[config.mk]
export PLATFORM = sky130hd
export DESIGN_NAME = temp_sensor_ctrl
export DESIGN_NICKNAME = d
export VERILOG_FILES = /design/src/rtl/temp_sensor_ctrl_pkg.sv /design/src/rtl/temp_sensor_ctrl_tick.sv /design/src/rtl/temp_sensor_ctrl.sv
export SDC_FILE = /design/constraint.sdc
export NUM_CORES = 1
export LEC_CHECK = 0
export CAP_MARGIN = 20
export CORE_ASPECT_RATIO = 1.4
export CORE_MARGIN = 1
export CORE_UTILIZATION = 25
export CTS_BUF_LIST = sky130_fd_sc_hd__clkbuf_2
export CTS_CLUSTER_DIAMETER = 80
export DETAILED_ROUTE_END_ITERATION = 10
export GPL_TIMING_DRIVEN = 0
export HOLD_SLACK_MARGIN = 0.15
export PLACE_DENSITY = 0.39
export SETUP_SLACK_MARGIN = 0.1
export SYNTH_ARGS = -nofsm -noshare
export SYNTH_HDL_FRONTEND = slang
export SYNTH_SLANG_ARGS = --single-unit
[constraint.sdc]
create_clock -name i_clk -period 3.56 [get_ports i_clk]
set_clock_uncertainty 0.2 [all_clocks]
set_input_delay 0.356 -clock i_clk [delete_from_list [all_inputs] [get_ports i_clk]]
set_output_delay 0.356 -clock i_clk [all_outputs]
set_load 0.02 [all_outputs]
[src/rtl/temp_sensor_ctrl_pkg.sv]
// -----------------------------------------------------------------------------
// temp_sensor_ctrl_pkg
// Shared definitions for the thermostat temperature-sensor SPI reader and the
// downstream SPI-to-temperature conversion block.
//   - FSM state encodings (3-bit)
//   - SPI word width and number of SCLK edges per frame
//   - Field positions inside the received 16-bit word:
//       bit 15     : lead bit, must be 0 for a valid frame
//       bits 14:5  : temperature
//       bits 4:0   : padding
// -----------------------------------------------------------------------------
package temp_sensor_ctrl_pkg;

    localparam logic [2:0] ST_IDLE     = 3'd0;
    localparam logic [2:0] ST_CS_SETUP = 3'd1;
    localparam logic [2:0] ST_SHIFT    = 3'd2;
    localparam logic [2:0] ST_CS_HOLD  = 3'd3;
    localparam logic [2:0] ST_DONE     = 3'd4;

    typedef enum logic [2:0] {
        S_IDLE     = ST_IDLE,
        S_CS_SETUP = ST_CS_SETUP,
        S_SHIFT    = ST_SHIFT,
        S_CS_HOLD  = ST_CS_HOLD,
        S_DONE     = ST_DONE
    } state_t;

    localparam int SPI_WORD_W = 16;
    localparam int SPI_EDGES  = 32;

    localparam int WORD_LEAD_BIT = 15;
    localparam int WORD_TEMP_MSB = 14;
    localparam int WORD_TEMP_LSB = 5;
    localparam int WORD_PAD_MSB  = 4;
    localparam int WORD_PAD_LSB  = 0;

    // A frame is good only when the lead bit reads back as 0.
    function automatic logic word_is_valid(input logic [SPI_WORD_W-1:0] w);
        return ~w[WORD_LEAD_BIT];
    endfunction

    function automatic logic [WORD_TEMP_MSB-WORD_TEMP_LSB:0] word_temp(
        input logic [SPI_WORD_W-1:0] w);
        return w[WORD_TEMP_MSB:WORD_TEMP_LSB];
    endfunction

    function automatic logic [WORD_PAD_MSB-WORD_PAD_LSB:0] word_pad(
        input logic [SPI_WORD_W-1:0] w);
        return w[WORD_PAD_MSB:WORD_PAD_LSB];
    endfunction

endpackage

[src/rtl/temp_sensor_ctrl_tick.sv]
// -----------------------------------------------------------------------------
// spi_tick_gen
// SCLK half-period divider. Counts 0..CLK_DIV-1 and flags the terminal count.
// Ports:
//   i_clk    system clock
//   i_rst_n  synchronous active-low reset
//   i_clear  holds the counter at 0 (used while the controller is idle)
//   o_tick   high in the cycle where the count equals CLK_DIV-1
// -----------------------------------------------------------------------------
module spi_tick_gen #(
    parameter int CLK_DIV = 4
) (
    input  logic i_clk,
    input  logic i_rst_n,
    input  logic i_clear,
    output logic o_tick
);

    localparam int CW = (CLK_DIV > 1) ? $clog2(CLK_DIV) : 1;

    logic [CW-1:0] r_cnt;

    assign o_tick = (r_cnt == CW'(CLK_DIV - 1));

    always_ff @(posedge i_clk) begin
        if (!i_rst_n || i_clear) begin
            r_cnt <= '0;
        end else if (o_tick) begin
            r_cnt <= '0;
        end else begin
            r_cnt <= r_cnt + 1'b1;
        end
    end

endmodule

[src/rtl/temp_sensor_ctrl.sv]
// -----------------------------------------------------------------------------
// temp_sensor_ctrl
// Periodic 16-bit SPI reader (mode 0, MSB first, read-only) for the thermostat
// temperature sensor. Owns CS, SCLK and sample timing and presents the last
// good word to the conversion block.
// Ports:
//   i_clk         system clock
//   i_rst_n       synchronous active-low reset
//   i_enable      1 = periodic sampling every SAMPLE_PERIOD clocks
//   i_start_now   one-cycle pulse requesting an immediate read
//   i_spi_miso    sensor data out (already synchronised upstream)
//   o_spi_cs_n    chip select, active low
//   o_spi_clk     SCLK, idles low
//   o_spi_data    last valid received word
//   o_data_valid  one-cycle pulse when o_spi_data updates
//   o_frame_err   one-cycle pulse when a received word has bit 15 set
//   o_busy        high while CS is asserted
// -----------------------------------------------------------------------------
module temp_sensor_ctrl
    import temp_sensor_ctrl_pkg::*;
#(
    parameter int CLK_DIV       = 4,
    parameter int SAMPLE_PERIOD = 100000
) (
    input  logic                  i_clk,
    input  logic                  i_rst_n,
    input  logic                  i_enable,
    input  logic                  i_start_now,
    input  logic                  i_spi_miso,
    output logic                  o_spi_cs_n,
    output logic                  o_spi_clk,
    output logic [SPI_WORD_W-1:0] o_spi_data,
    output logic                  o_data_valid,
    output logic                  o_frame_err,
    output logic                  o_busy
);

    localparam int PW     = (SAMPLE_PERIOD > 1) ? $clog2(SAMPLE_PERIOD) : 1;
    localparam int EDGE_W = $clog2(SPI_EDGES);

    state_t                r_state;
    logic [PW-1:0]         r_period_cnt;
    logic                  r_pending;
    logic [EDGE_W-1:0]     r_edge_cnt;
    logic [SPI_WORD_W-1:0] r_shift;
    logic                  r_cs_n;
    logic                  r_spi_clk;
    logic [SPI_WORD_W-1:0] r_spi_data;
    logic                  r_data_valid;
    logic                  r_frame_err;
    logic                  r_busy;

    logic w_tick;
    logic w_period_tc;
    logic w_req;
    logic w_take;

    // Divider is held cleared in IDLE so CS_SETUP always starts from count 0.
    spi_tick_gen #(
        .CLK_DIV (CLK_DIV)
    ) u_tick (
        .i_clk   (i_clk),
        .i_rst_n (i_rst_n),
        .i_clear (r_state == S_IDLE),
        .o_tick  (w_tick)
    );

    assign w_period_tc = i_enable && (r_period_cnt == PW'(SAMPLE_PERIOD - 1));
    assign w_req       = w_period_tc | i_start_now;
    assign w_take      = (r_state == S_IDLE) && r_pending;

    always_ff @(posedge i_clk) begin
        if (!i_rst_n || !i_enable) begin
            r_period_cnt <= '0;
        end else if (w_period_tc) begin
            r_period_cnt <= '0;
        end else begin
            r_period_cnt <= r_period_cnt + 1'b1;
        end
    end

    // Single pending flag; a new request in the same cycle the flag is
    // consumed re-arms it so nothing is lost.
    always_ff @(posedge i_clk) begin
        if (!i_rst_n) begin
            r_pending <= 1'b0;
        end else begin
            r_pending <= w_req | (r_pending & ~w_take);
        end
    end

    always_ff @(posedge i_clk) begin
        if (!i_rst_n) begin
            r_state      <= S_IDLE;
            r_cs_n       <= 1'b1;
            r_spi_clk    <= 1'b0;
            r_spi_data   <= '0;
            r_data_valid <= 1'b0;
            r_frame_err  <= 1'b0;
            r_busy       <= 1'b0;
            r_edge_cnt   <= '0;
        end else begin
            r_data_valid <= 1'b0;
            r_frame_err  <= 1'b0;
            case (r_state)
                S_IDLE: begin
                    r_cs_n    <= 1'b1;
                    r_spi_clk <= 1'b0;
                    if (r_pending) begin
                        r_state <= S_CS_SETUP;
                        r_cs_n  <= 1'b0;
                        r_busy  <= 1'b1;
                    end
                end
                S_CS_SETUP: begin
                    if (w_tick) begin
                        r_state    <= S_SHIFT;
                        r_edge_cnt <= '0;
                    end
                end
                S_SHIFT: begin
                    if (w_tick) begin
                        // Even count = odd edge number: SCLK rises and MISO is
                        // captured in this same tick cycle.
                        if (!r_edge_cnt[0]) begin
                            r_spi_clk <= 1'b1;
                            r_shift   <= {r_shift[SPI_WORD_W-2:0], i_spi_miso};
                        end else begin
                            r_spi_clk <= 1'b0;
                        end
                        r_edge_cnt <= r_edge_cnt + 1'b1;
                        if (r_edge_cnt == EDGE_W'(SPI_EDGES - 1)) begin
                            r_state <= S_CS_HOLD;
                        end
                    end
                end
                S_CS_HOLD: begin
                    // Outputs are registered here so they are visible during
                    // the single DONE cycle.
                    if (w_tick) begin
                        r_state <= S_DONE;
                        r_cs_n  <= 1'b1;
                        r_busy  <= 1'b0;
                        if (word_is_valid(r_shift)) begin
                            r_spi_data   <= r_shift;
                            r_data_valid <= 1'b1;
                        end else begin
                            r_frame_err  <= 1'b1;
                        end
                    end
                end
                S_DONE: begin
                    r_state <= S_IDLE;
                end
                default: begin
                    r_state <= S_IDLE;
                end
            endcase
        end
    end

    assign o_spi_cs_n   = r_cs_n;
    assign o_spi_clk    = r_spi_clk;
    assign o_spi_data   = r_spi_data;
    assign o_data_valid = r_data_valid;
    assign o_frame_err  = r_frame_err;
    assign o_busy       = r_busy;

endmodule

==> insert_results.sql, run 1 <==
INSERT INTO impl_metrics (metric_group, metric, value, unit) VALUES
('power', 'p_per_area', '408.3', 'mW/mm²'),
('cts', 'clock_slew_seen_by_the_registers_of_the_worst_setup_and_hold_paths', '0.18', 'ns'),
('status', 'run_status', 'completed', ''),
('synthesis', 'synth_seq_area_share', '58.48', '%'),
('route', 'avgViaCountPerCell', '4.333', ''),
('synthesis', 'synth_area', '0.002465', 'mm²'),
('global_route', 'grt_antenna_before_repair', '0', ''),
('sta', 'worst_pin_slew', '0.5194', 'ns'),
('floorplan', 'floorplan.io_pins', '26', ''),
('synthesis', 'syn-num-nets', '253', ''),
('sta', 'final_critical_path_setup_slack', '1.338', 'ns'),
('synthesis', 'yosys_register_bits', '64', ''),
('global_route', 'globalRouteOverflowTotal', '0', ''),
('synthesis', 'synthArstFlopShare', '0', '%'),
('cells_and_area', 'multiInputGateArea', '967.2', 'µm²'),
('cts', 'cts_setup_buffers', '0', ''),
('sta', 'fmaxAchievable', '450.1', 'MHz'),
('synthesis', 'postSynth.topFlopCell', 'sky130_fd_sc_hd__dfxtp_1', ''),
('cells_and_area', 'insertedDiodeCount', '0', ''),
('floorplan', 'die_outline_area', '0.01027', 'mm²'),
('sta', 'setup_repair_after_global_routing_missed_its_margin', 'no', ''),
('sta', 'slew_headroom', '65.37', '%'),
('cells_and_area', 'instances_no_fill', '418', ''),
('synthesis', 'number_of_synthesized_flops_with_an_enable_pin', '16', ''),
('synthesis', 'synthCells', '244', ''),
('worst_setup_path', 'end_kind', 'flop', ''),
('floorplan', 'start_util', '25.91', '%'),
('worst_setup_path', 'critical_path_buf_inv_count', '1', ''),
('cells_and_area', 'final_design_area_no_fill', '0.003003', 'mm²'),
('cells_and_area', 'nNetsFinal', '290', ''),
('worst_setup_path', 'slowest_stage', 'sky130_fd_sc_hd__or4b_4', ''),
('floorplan', 'rows', '42', ''),
('route', 'detail_route.iter0.violations', '63', ''),
('route', 'routedWlPerCell', '12.46', 'µm'),
('worst_setup_path', 'cells_along_the_critical_path', 'ha_1, nand3_2, or4b_4, o21bai_4, buf_6, nor2_1', ''),
('hold_path', 'timing.hold.worst.class', 'flop to flop', ''),
('synthesis', 'synth.top_cells.by_count', '48 x sky130_fd_sc_hd__dfxtp_1, 41 x sky130_fd_sc_hd__nand2_1, 32 x sky130_fd_sc_hd__nor2_1, 20 x sky130_fd_sc_hd__a21oi_1, 16 x sky130_fd_sc_hd__edfxtp_1', ''),
('placement', 'dpl_cell_area', '0.002883', 'mm²'),
('worst_setup_path', 'crit_required', '3.75', 'ns'),
('sta', 'setup_violations', '0', ''),
('global_route', 'grt_max_degree', '13', ''),
('sta', 'min_period_over_period', '62.41', '%'),
('route', 'drt_wl_total', '5.207', 'mm'),
('worst_setup_path', 'timing.critical_path.max_delay_family', 'simple AND/OR/NAND/NOR gates', ''),
('cts', 'clock-sinks', '64', ''),
('cells_and_area', 'area_delta_synth_final', '21.83', '%'),
('cts', 'cts_buffers', '9', ''),
('cts', 'hold_buffers', '1', ''),
('placement', 'pre_cts_ws', '1.274', 'ns'),
('synthesis', 'yosysMostFrequentCell', 'sky130_fd_sc_hd__dfxtp_1', ''),
('worst_setup_path', 'startpoint_type_of_the_worst_setup_path', 'flop', ''),
('route', 'drt.antenna.violating_nets', '0', ''),
('sta', 'period_minus_slack', '2.222', 'ns'),
('global_route', 'global_route_wire_length_before_repair', '8.804', 'mm'),
('worst_setup_path', 'crit_arrival', '2.42', 'ns'),
('worst_setup_path', 'max_stage_delay', '0.59', 'ns'),
('cells_and_area', 'sequential_cell_area', '0.001441', 'mm²'),
('floorplan', 'die_x', '85.92', 'µm'),
('global_route', 'groute.usage.overall', '11.57', '%'),
('flow_run', 'max_cap_viol_count', '0', ''),
('cts', 'clock_tree.root_cell', 'sky130_fd_sc_hd__clkbuf_2', ''),
('synthesis', 'post-synth-top-area-fraction', '38.98', '%'),
('synthesis', 'synth_cell_type_count', '46', ''),
('cts', 'clock_tree_from_tritoncts', 'yes', ''),
('route', 'drt_first_pass_iters', '4', ''),
('placement', 'routabilityCongestion', '0.7215', ''),
('cts', 'insertion_delay', '0.50', 'ns'),
('cts', 'number_of_levels_in_the_clock_h_tree', '3', ''),
('synthesis', 'post-synth-top-area-cell', 'sky130_fd_sc_hd__dfxtp_1', ''),
('cts', 'cts_repair_resized_insts', '0', ''),
('synthesis', 'synth_area_leaders', 'sky130_fd_sc_hd__dfxtp_1 39%, sky130_fd_sc_hd__edfxtp_1 19%, sky130_fd_sc_hd__nand2_1 6.2%', '');
==> placed cells by master, fill, tap and decap left out, types with 2 or more instances in the layout <==
master and count:
sky130_fd_sc_hd__dfxtp_1 48, sky130_fd_sc_hd__nand2_1 41, sky130_fd_sc_hd__nor2_1 32, sky130_fd_sc_hd__clkdlybuf4s50_1 24, sky130_fd_sc_hd__a21oi_1 20, sky130_fd_sc_hd__edfxtp_1 16, sky130_fd_sc_hd__clkbuf_2 10, sky130_fd_sc_hd__xnor2_1 8
sky130_fd_sc_hd__xor2_1 7, sky130_fd_sc_hd__nor3_1 7, sky130_fd_sc_hd__nand3_1 5, sky130_fd_sc_hd__buf_2 4, sky130_fd_sc_hd__clkbuf_1 4, sky130_fd_sc_hd__a31oi_1 4, sky130_fd_sc_hd__nand4_1 4, sky130_fd_sc_hd__ha_1 4
sky130_fd_sc_hd__nor4b_1 3, sky130_fd_sc_hd__nor4_1 3, sky130_fd_sc_hd__clkinv_2 3, sky130_fd_sc_hd__a22oi_1 2, sky130_fd_sc_hd__o21ai_0 2, sky130_fd_sc_hd__and4_1 2, sky130_fd_sc_hd__buf_4 2, sky130_fd_sc_hd__clkinvlp_4 2
==> routing by layer <==
| layer | wire (µm) | GRT usage [%] | vias to the layer above |
|---|---|---|---|
| met5 | 0 | 0 | - |
| met4 | 85 | 6.250 | 0 |
| met3 | 171 | 4.089 | 5 |
| met2 | 2626 | 18.50 | 23 |
| met1 | 2324 | 13.34 | 849 |
| li1 | - | - | 934 |
==> metrics by stage <==
stage | util [%] | hold slack, ns
3_5_place_dp | 30.31 | 0.2271
3_3_place_gp | 30.18 | 0.2282
6_report | 31.57 | 0.2402
5_1_grt | 31.57 | 0.2292
2_1_floorplan | - | 0.2080
4_1_cts | 31.57 | 0.2155
==> cells by family (layout without fill, tap and decap cells) <==
group | Yosys count | count (layout) | share of synthesized area, %
adders and majority gates | 4 | 4 | 2.031
muxes | 1 | 1 | 0.4061
DFF | 64 | 64 | 58.48
xor gates and xnor gates | 15 | 15 | 5.330
other | 1 | 1 | 0.1521
buffers and inverters | 12 | 54 | 2.487
AOI/OAI and AO/OA | 34 | 34 | 8.579
and+or+nand+nor | 113 | 113 | 22.54
==> worst paths after layout <==
check	slack, ns	endpoint	depth (start not counted)	startpoint
setup reg to reg	1.34	r_period_cnt[5]$_SDFF_PP0_	6	r_period_cnt[0]$_SDFF_PP0_
hold / removal	0.24	u_tick.r_cnt[0]$_SDFF_PP0_	1	u_tick.r_cnt[0]$_SDFF_PP0_
setup / recovery	1.34	r_period_cnt[5]$_SDFF_PP0_	6	r_period_cnt[0]$_SDFF_PP0_
hold reg to reg	0.24	u_tick.r_cnt[0]$_SDFF_PP0_	1	u_tick.r_cnt[0]$_SDFF_PP0_
==> state kept, by name (all words and copies together) (netlist names) <==
name / count
o_spi_cs_n: 1
u_tick.r_cnt: 2
o_data_valid: 1
o_spi_clk: 1
o_busy: 1
r_state: 3
r_pending: 1
r_shift: 16
o_spi_data: 15
r_period_cnt: 17
o_frame_err: 1
r_edge_cnt: 5
==> area by class of cell <==
class | count | area share, %
buffer | 10 | 1.792
clock buffer | 10 | 1.667
clock inverter | 6 | 2.000
inverter | 2 | 0.2500
multi-input combinational | 168 | 32.21
sequential | 64 | 48.00
tap | 132 | 5.500
timing repair buffer | 26 | 8.583
==> report_power, final <==
part | internal [W] | switching [W]
combinational | 0.0000179 | 0.0000235
clock | 0.000161 | 0.000273
sequential | 0.000747 | 0.00000312
total | 0.000926 | 0.000300
Note: power is estimated with default switching activity, not from simulation.
==> inputs of run 2 (changes only) <==
==> constraint.sdc (replaced) <==
create_clock -name i_clk -period 2.2 [get_ports i_clk]
set_clock_uncertainty 0.2 [all_clocks]
set_input_delay 0.22 -clock i_clk [delete_from_list [all_inputs] [get_ports i_clk]]
set_output_delay 0.22 -clock i_clk [all_outputs]
set_load 0.02 [all_outputs]
==> run 2 against run 1 <==
Net effect: non-clock buffer count is 5 higher; setup slack worse by 1.1 ns; final area is 3.1% higher; fmax is 11% higher; critical path type unchanged.
==> insert_results.sql, run 2 (synthesis results as in run 1) <==
INSERT INTO impl_metrics (metric_group, metric, value, unit) VALUES
('status', 'run_status', 'completed', ''),
('hold_path', 'timing.hold.worst_endpoint', 'r_period_cnt[0]$_SDFF_PP0_', ''),
('sta', 'setup_violations', '0', ''),
('placement', 'place.port_buffers', '24', ''),
('power', 'power_switching', '0.0004868', 'W'),
('power', 'leakage', '1.019', 'nW'),
('cts', 'insertion_delay', '0.51', 'ns'),
('floorplan', 'floorplan.io_pins', '26', ''),
('floorplan', 'die_x', '85.92', 'µm'),
('sta', 'hold_vio_cnt_final', '0', ''),
('cells_and_area', 'num-fill-cells', '1026', ''),
('power', 'clkPwrFrac', '35.4', '%'),
('sta', 'fmaxAchievable', '499.3', 'MHz'),
('power', 'power.ir.vdd_worst', '0.0002587', 'V'),
('sta', 'period_minus_slack', '2.003', 'ns'),
('placement', 'routabilityCongestion', '0.7358', ''),
('cts', 'number_of_levels_in_the_clock_h_tree', '3', ''),
('global_route', 'global_route_wire_length_before_repair', '8.728', 'mm'),
('route', 'detail_route.iter0.violations', '49', ''),
('worst_setup_path', 'timing.critical_path.max_delay_family', 'simple AND/OR/NAND/NOR gates', ''),
('placement', 'pre_cts_ws', '-0.1366', 'ns'),
('worst_setup_path', 'cells_along_the_critical_path', 'ha_2, nand3_2, or4b_4, o21bai_4, buf_6, nor2_1', ''),
('sta', 'worst_pin_slew', '0.5186', 'ns'),
('global_route', 'groute.usage.overall', '11.61', '%'),
('route', 'routedWlPerCell', '12.68', 'µm'),
('power', 'combinationalPowerShare', '3.7', '%'),
('cells_and_area', 'area_delta_synth_final', '25.58', '%'),
('cells_and_area', 'mostFrequentLayoutCell', 'sky130_fd_sc_hd__dfxtp_1', ''),
('global_route', 'grt_antenna_before_repair', '1', ''),
('route', 'avgViaCountPerCell', '4.373', ''),
('cts', 'clock_tree.root_cell', 'sky130_fd_sc_hd__clkbuf_2', ''),
('worst_setup_path', 'critical_r2r_launch', 'r_period_cnt[1]$_SDFF_PP0_', ''),
('cells_and_area', 'post_route_cells_drive_above_1_share', '13.06', '%'),
('route', 'drt.antenna.violating_nets', '0', ''),
('worst_setup_path', 'crit_start', 'r_period_cnt[1]$_SDFF_PP0_', ''),
('route', 'drc', '0', ''),
('worst_setup_path', 'startpoint_type_of_the_worst_setup_path', 'flop', ''),
('worst_setup_path', 'critical_path_buf_inv_count', '1', ''),
('global_route', 'number_of_global_route_vias_before_repair', '1749', ''),
('worst_setup_path', 'worst_r2r_path_depth', '6', ''),
('cts', 'clock_slew_seen_by_the_registers_of_the_worst_setup_and_hold_paths', '0.17', 'ns'),
('worst_setup_path', 'crit_required', '2.40', 'ns'),
('flow_run', 'max_cap_viol_count', '0', ''),
('power', 'power_report.internal_total', '0.001505', 'W'),
('floorplan', 'start_util', '25.91', '%'),
('sta', 'setup_repair_after_global_routing_missed_its_margin', 'no', ''),
('worst_setup_path', 'slowest_stage', 'sky130_fd_sc_hd__or4b_4', ''),
('global_route', 'globalRouteOverflowTotal', '0', ''),
('floorplan', 'rows', '42', ''),
('power', 'share_seq_of_total_power', '61.0', '%'),
('route', 'dr_total_vias', '1854', ''),
('cells_and_area', 'multiInputGateArea', '991.0', 'µm²'),
('power', 'p_per_area', '643.3', 'mW/mm²'),
('worst_setup_path', 'end_kind', 'flop', ''),
('global_route', 'grt_max_degree', '17', ''),
('route', 'drt_first_pass_iters', '4', ''),
('cells_and_area', 'finish.utilization', '32.54', '%'),
('cts', 'clock_tree_from_tritoncts', 'yes', ''),
('worst_setup_path', 'max_stage_delay', '0.60', 'ns'),
('sta', 'timing_max_transition_violations_final', '0', ''),
('route', 'drt_wl_total', '5.376', 'mm'),
('floorplan', 'core_region_area', '0.009512', 'mm²'),
('cells_and_area', 'nNetsFinal', '295', ''),
('worst_setup_path', 'crit_arrival', '2.20', 'ns'),
('worst_setup_path', 'r2r-end', 'r_period_cnt[6]$_SDFF_PP0_', ''),
('hold_path', 'hold-path-cell-count', '1', ''),
('cells_and_area', 'most-common-layout-cells', '47 x sky130_fd_sc_hd__dfxtp_1, 41 x sky130_fd_sc_hd__nand2_1, 31 x sky130_fd_sc_hd__nor2_1', ''),
('sta', 'final_critical_path_setup_slack', '0.1972', 'ns'),
('power', 'proportion_of_total_power_due_to_net_switching', '24.45', '%'),
('cells_and_area', 'largest_register_ffs', '17', ''),
('floorplan', 'die_outline_area', '0.01027', 'mm²'),
('cells_and_area', 'max_flop_register', 'r_period_cnt', ''),
('cts', 'clock_tree.buffer_depth', '2', ''),
('power', 'total_power', '0.001991', 'W'),
('hold_path', 'worstHoldStart', 'r_period_cnt[0]$_SDFF_PP0_', ''),
('worst_setup_path', 'reg2reg_slack', '0.20', 'ns'),
('worst_setup_path', 'criticalPathCategory', 'flop to flop', ''),
('worst_setup_path', 'critPathMaxFanout', '10', ''),
('floorplan', 'die-height', '119.5', 'µm'),
('cts', 'clock-sinks', '64', ''),
('sta', 'slew_headroom', '65.43', '%'),
('cells_and_area', 'sequential_cell_area', '0.001443', 'mm²'),
('hold_path', 'timing.hold.worst.class', 'flop to flop', ''),
('sta', 'min_period_over_period', '91.04', '%'),
('cts', 'cts_buffers', '9', ''),
('placement', 'hpwl', '3.642', 'mm');
==> run 2: layout make-up <==
cell class / count / area share (%)
flip-flops and latches: 64 / 46.60
repair buffers: 32 / 10.43
multi-input cells: 168 / 32.01
inverters: 2 / 0.2425
well taps: 132 / 5.335
clock inverters: 6 / 1.940
plain buffers: 9 / 1.738
diodes: 1 / 0.08084
clock buffers: 10 / 1.617
==> run 2: routing by layer <==
layer | global-route usage (%) | vias up | wire length, µm
met5 | 0 | - | 0
met4 | 6.875 | 0 | 116
met3 | 3.742 | 9 | 124
met2 | 18.30 | 23 | 2708
met1 | 13.62 | 876 | 2426
li1 | - | 946 | -
==> run 2: what timing repair did <==
item,4_1_cts,5_1_grt
gates cloned,0,0
resized for setup,4,5
hold endpoints to repair,6,0
hold buffers,4,0
pin swaps,3,2
endpoints found under the setup margin,42,40
setup buffers,3,1
==> run 2: through the flow <==
stage | cell area [µm²] | setup TNS (ns) | instances | hold WS (ns)
4_1_cts | 3075 | 0 | 422 | 0.2612
3_5_place_dp | 2882 | -3.027 | 400 | 0.2374
5_1_grt | 3095 | 0 | 424 | 0.2594
2_1_floorplan | 2476 | 0 | 244 | 0.1189
6_report | 3095 | 0 | 424 | 0.2462
3_3_place_gp | 2882 | -2.735 | 400 | 0.2303
==> run 2: worst max path at each step <==
stage               cells after the start  slack (ns)                          end
floorplan                               6        0.24  r_period_cnt[12]$_SDFF_PP0_
global placement                        8       -0.13   o_spi_data[6]$_SDFFE_PN0P_
detailed placement                      8       -0.14   o_spi_data[7]$_SDFFE_PN0P_
CTS                                     6        0.12   r_period_cnt[6]$_SDFF_PP0_
global route                            6        0.12   r_period_cnt[4]$_SDFF_PP0_
finish                                  6        0.20   r_period_cnt[6]$_SDFF_PP0_
==> run 2: power by group through the flow <==
stage / combinational [W] / clock, W / sequential (W)
finish: 0.0000728 / 0.000704 / 0.00121
global route: 0.0000812 / 0.000794 / 0.00122
CTS: 0.0000745 / 0.000738 / 0.00121
detailed placement: 0.0000676 / 0 / 0.00124
global placement: 0.0000677 / 0 / 0.00124
floorplan: 0.0000380 / 0 / 0.00124
==> RTL edit 1, RTL diff (settings of run 2) <==
Put one more register stage on the output `o_frame_err`, cleared by the reset. The value now appears one clock later. The other outputs are not delayed to match. Comments in the files are not updated.
--- a/src/rtl/temp_sensor_ctrl.sv
+++ b/src/rtl/temp_sensor_ctrl.sv
@@ -165,3 +165,9 @@
     assign o_data_valid = r_data_valid;
-    assign o_frame_err  = r_frame_err;
+    always_ff @(posedge i_clk) begin
+        if (!i_rst_n) begin
+            o_frame_err <= '0;
+        end else begin
+            o_frame_err <= r_frame_err;
+        end
+    end
     assign o_busy       = r_busy;
Behaviour: same outputs for any inputs over 10 cycles, from zero or initial values and one cycle with i_rst_n low; that may be too few to reach the edited logic, so the function may still have changed.
==> RTL edit 1 against run 2 <==
- sequential cell count grew 1
- combinational power grew 16%
- final cell count grew 2.6%
- cell area grew 5.7%
- wire length grew 0.58%
- area after synthesis grew 3.1%
- worst setup slack lost 0.17 ns
- non-clock buffer count grew 5
- critical path depth is the same
- total power grew 8.0%
==> RTL edit 1: results (changes against run 2) <==
[detailed_routing]
dr_wl_met2_mm = 2.55  ; -5.8%
routed_via_density = 4.28  ; -2.2%
wl_per_cell_um = 12.4  ; -2.0%
drt-pass1-iter-count = 4  ; unchanged
wl_met1_mm = 2.53  ; +4.2%
num_vias = 1861  ; +0.38%
drtIter0Drc = 80  ; +63%
top_layer_used = met4
wl_met3_um = 180  ; +45%

[worst_setup_path]
cp_top_family = simple AND/OR/NAND/NOR gates
crit_path_top_delay_cell = or4_4
slowest_delay_ns = 0.49  ; -0.11 ns
critPathMaxFanout = 6  ; -4

[clocking]
clk_pin_slew_ns = 0.19  ; +0.02 ns
post_cts_resized = 12  ; +8
clockBufferDepth = 2  ; unchanged
htreeDepth = 3  ; unchanged
post-cts-setup-buffers = 6  ; +3
cts_hold_buf = 1  ; -3
cts_inserted_buffers = 9  ; unchanged
insertion_delay_ns = 0.52
cts-root-buf = clkbuf_2

[global_routing]
grtUsageMet2_pct = 17.9  ; -0.44 points
grt_pass1_wl_mm = 8.74  ; +0.16%
antenna_found_initial = 1  ; unchanged
grt_most_used_layer = met2
grt_util_all_layers_pct = 11.3  ; -0.32 points
grt_util_met3_pct = 3.88  ; +0.14 points
grt_max_degree = 17  ; unchanged
grt_pass1_vias = 1773  ; +1.4%
grtUsageMet1_pct = 13.0  ; -0.58 points

[yosys]
yosys-top-cells-area = dfxtp_1 39%, edfxtp_1 19%, nand2_1 5.9%, a21boi_0 4.7%, nor2_1 3.7%
yosysSeqAreaShare_pct = 57.5  ; -1.0 points
syn_area_per_cell_um2 = 10.3  ; +1.5%
ys_top_cells_by_count = 49 x dfxtp_1, 40 x nand2_1, 25 x nor2_1, 16 x a21boi_0, 16 x edfxtp_1
syn_nets = 257  ; +1.6%
synth_cell_types = 42  ; -8.7%
yosys_warnings = 0  ; unchanged
ys_async_sr_fraction_pct = 0  ; unchanged
synth_edf_count = 16  ; unchanged

[place]
gp_congestion = 0.793  ; +7.8%
dpl_cell_area_mm2 = 0.00297  ; +2.9%
port_buffers = 24  ; unchanged
pre_cts_ws_ns = -0.461  ; -0.325 ns
dp.cells = 407  ; +1.8%
dp_hpwl_mm = 3.61  ; -0.96%

[status]
status = finished, final reports clean

[cells_and_area]
largest_reg_flops = 17  ; unchanged
layout.nets = 303  ; +2.7%
regMostFlops = r_period_cnt
drive_gt1_share_pct = 14.7  ; +1.7 points

[min_path]
worstHoldPathType = in -> reg

[timing]
hold_violations = 0  ; unchanged

[pwr]
power.leakage_uw = 0.00108  ; +5.8%
peakVddDrop_mv = 0.223  ; -14%

-- RTL edit 1: cell count changes after synthesis, moves of 4 or more --
cell      delta
nor2b_1      +5
nor2_1       -7
a21boi_0    +16
a21oi_1     -14
clkbuf_1     +5
buf_2        -4
-- RTL edit 1: power breakdown --
| part | internal (µW) | total (µW) | switching [µW] |
|---|---|---|---|
| logic | 42.6 | 84.4 | 41.8 |
| clock network | 377 | 833 | 456 |
| registers | 1230 | 1230 | 6.82 |
-- RTL edit 1: cell type report --
cell class                      count  area, µm²
Multi-Input combinational cell    170       1070
Clock inverter                      7       93.8
Timing Repair Buffer               36        357
Inverter                            2       7.51
Tap cell                          135        169
Sequential cell                    65       1470
Antenna cell                        1       2.50
Buffer                             10       61.3
Fill cell                        1062       6630
Clock buffer                        9       45.0
-- RTL edit 1: cell families (layout without fill, tap and decap cells) --
logic type,Yosys count,count (layout),share of synthesized area (%)
simple gates,115,115,22.6
flops,65,65,57.5
compound gates,34,34,9.94
xor+xnor,16,16,5.51
buf+inv,13,64,2.36
fa+ha+maj,4,4,1.97
other cells,1,2,0.147
-- RTL edit 1: per-stage QoR --
step                      util (%)  setup TNS (ns)
final                         33.0               0
after global routing          33.0          -0.361
after CTS                     32.4               0
after detailed placement      30.0          -11.69
after global placement        30.0          -11.76
after floorplan                  -               0
-- RTL edit 1: path summary, 6_finish.rpt --
path	from	to	slack, ns	cells past startpoint
max	r_period_cnt[12]	r_period_cnt[16]	0.03	6
min	i_start_now	r_pending	0.21	4
max reg2reg	r_period_cnt[12]	r_period_cnt[16]	0.03	6
min reg2reg	u_tick.r_cnt[0]	u_tick.r_cnt[0]	0.24	1
==> RTL edit 2, RTL diff (flow settings as in run 2) <==
Made on the original files. Add an input register stage for `i_enable`, `i_start_now` and `i_spi_miso`, without a reset; this delays them by one clock. Comments in the files are not updated.
--- a/src/rtl/temp_sensor_ctrl.sv
+++ b/src/rtl/temp_sensor_ctrl.sv
@@ -40,2 +40,12 @@
 
+    logic i_enable_q;
+    logic i_start_now_q;
+    logic i_spi_miso_q;
+
+    always_ff @(posedge i_clk) begin
+        i_enable_q    <= i_enable;
+        i_start_now_q <= i_start_now;
+        i_spi_miso_q  <= i_spi_miso;
+    end
+
     state_t                r_state;
@@ -67,4 +77,4 @@
 
-    assign w_period_tc = i_enable && (r_period_cnt == PW'(SAMPLE_PERIOD - 1));
-    assign w_req       = w_period_tc | i_start_now;
+    assign w_period_tc = i_enable_q && (r_period_cnt == PW'(SAMPLE_PERIOD - 1));
+    assign w_req       = w_period_tc | i_start_now_q;
     assign w_take      = (r_state == S_IDLE) && r_pending;
@@ -72,3 +82,3 @@
     always_ff @(posedge i_clk) begin
-        if (!i_rst_n || !i_enable) begin
+        if (!i_rst_n || !i_enable_q) begin
             r_period_cnt <= '0;
@@ -126,3 +136,3 @@
                             r_spi_clk <= 1'b1;
-                            r_shift   <= {r_shift[SPI_WORD_W-2:0], i_spi_miso};
+                            r_shift   <= {r_shift[SPI_WORD_W-2:0], i_spi_miso_q};
                         end else begin
Formal check against the unedited RTL: not equivalent (a bounded check fails within 4 cycles, from zero or initial values and one cycle with i_rst_n low).
==> RTL edit 2 against run 2 <==
- total power increased by 3.1%
- via count shrank 1.2%
- global-route usage decreased by 0.57 points
- sequential cell count rose by 3
- worst setup slack better by 0.034 ns
- wire length rose by 0.15%
- cell area is 5.5% higher
- area after synthesis rose by 8.7%
- sequential share of layout area fell by 0.53 points
- largest cell class unchanged
- highest routed layer unchanged
==> RTL edit 2: results (changes against run 2) <==
[status]
status = finished, final reports clean

[pwr]
power.leakage_uw = 0.00114  ; +12%
p_int_uw = 1580  ; +4.8%
peakVddDrop_mv = 0.291  ; +13%

[timing]
finalSetupTns_ns = 0  ; unchanged

[cells_and_area]
multi_input_area_mm2 = 0.00109  ; +9.8%
num-multi-input-gates = 169  ; +0.60%
area_growth_pct = 21.9
buffers = 43  ; +4.9%
drive_gt1_share_pct = 16.8  ; +3.8 points
clock_buffers = 12  ; +2
clockNetworkAreaShare_pct = 3.18  ; -0.38 points
buffer_area_share_pct = 11.9  ; -0.28 points
seqAreaFraction_pct = 46.1  ; -0.53 points
final_area_mm2 = 0.00326  ; +5.5%
layout.nets = 301  ; +2.0%
fillers = 1082  ; +5.5%

[worst_setup_path]
slowest_delay_ns = 0.40  ; -0.20 ns
crit_path_top_delay_cell = dfxtp_2
crit_arrival_ns = 2.16  ; -0.04 ns

[yosys]
ys_top_cells_by_count = 51 x dfxtp_1, 41 x nand2_1, 16 x edfxtp_1, 16 x nor2_1, 13 x a21boi_0
synth_compound_area_share_pct = 8.31  ; -0.26 points
synth_xor_area_share_pct = 5.56  ; +0.23 points
synth-adder-area-share_pct = 1.87  ; -0.16 points
syn_nets = 260  ; +2.8%
syn_inst = 251  ; +2.9%
synthMuxAreaShare_pct = 0  ; -0.41 points
yosysSeqAreaShare_pct = 56.0  ; -2.4 points

[clocking]
cts-root-buf = clkbuf_2
clkSinkCount = 67  ; +4.7%

[detailed_routing]
num_vias = 1831  ; -1.2%
drtIter0Drc = 58  ; +18%
wl_per_cell_um = 12.4  ; -2.4%
ant_nets = 0  ; unchanged

[global_routing]
grt_pass1_wl_mm = 9.09  ; +4.2%
grt_pass1_vias = 1765  ; +0.91%
grt_max_degree = 12  ; -5
antenna_found_initial = 0  ; -1

[place]
gp_congestion = 0.713  ; -3.2%
dp_hpwl_mm = 3.75  ; +2.9%
pre_cts_ws_ns = -0.469  ; -0.333 ns
dpl_cell_area_mm2 = 0.00310  ; +7.7%

[RTL edit 2: cell count changes after synthesis, sizes merged, moves of 3 or more]
cell	change
a21oi	-15
nand4	+4
nand3	+4
xnor2	+3
buf	+4
dfxtp	+3
nor2	-5
nor3	-4
a31oi	-3
a21boi	+15
[RTL edit 2: path summary, 6_finish.rpt]
path | endpoint | startpoint | depth (start not counted) | slack, ns
setup reg to reg | r_period_cnt[3] | r_period_cnt[0] | 6 | 0.23
setup / recovery | r_period_cnt[3] | r_period_cnt[0] | 6 | 0.23
hold / removal | r_shift[0] | i_spi_miso_q | 0 | 0.23
hold reg to reg | r_shift[0] | i_spi_miso_q | 0 | 0.23
[RTL edit 2: per-stage QoR]
step                      total power [µW]  hold WS, ns
after floorplan                       1350       0.0477
after global placement                1380        0.195
after detailed placement              1380        0.200
after CTS                             2100        0.239
after global routing                  2170        0.251
final                                 2050        0.230
[RTL edit 2: repair_timing]
action | 4_1_cts | 5_1_grt
gates resized for setup | 0 | 3
endpoints found under the hold margin | 3 | 0
setup buffers | 2 | 1
pin swaps | 1 | 1
endpoints found under the setup margin | 16 | 10
hold buffers | 3 | 0
[RTL edit 2: routing by layer]
metal | up-vias | GRT usage [%] | part of all wire (%)
met2 | 27 | 16.4 | 47
met3 | 9 | 3.84 | 3.9
met5 | - | 0 | 0
li1 | 949 | - | -
met1 | 846 | 14.0 | 47
met4 | 0 | 5.60 | 1.8
[RTL edit 2: power by group through the flow]
| stage | registers (µW) | clock network [µW] | logic, µW |
|---|---|---|---|
| final | 1270 | 699 | 79.9 |
| after CTS | 1270 | 748 | 80.2 |
| after global routing | 1280 | 809 | 88.0 |
| after floorplan | 1300 | 0 | 46.4 |
| after detailed placement | 1300 | 0 | 76.0 |
| after global placement | 1300 | 0 | 76.1 |
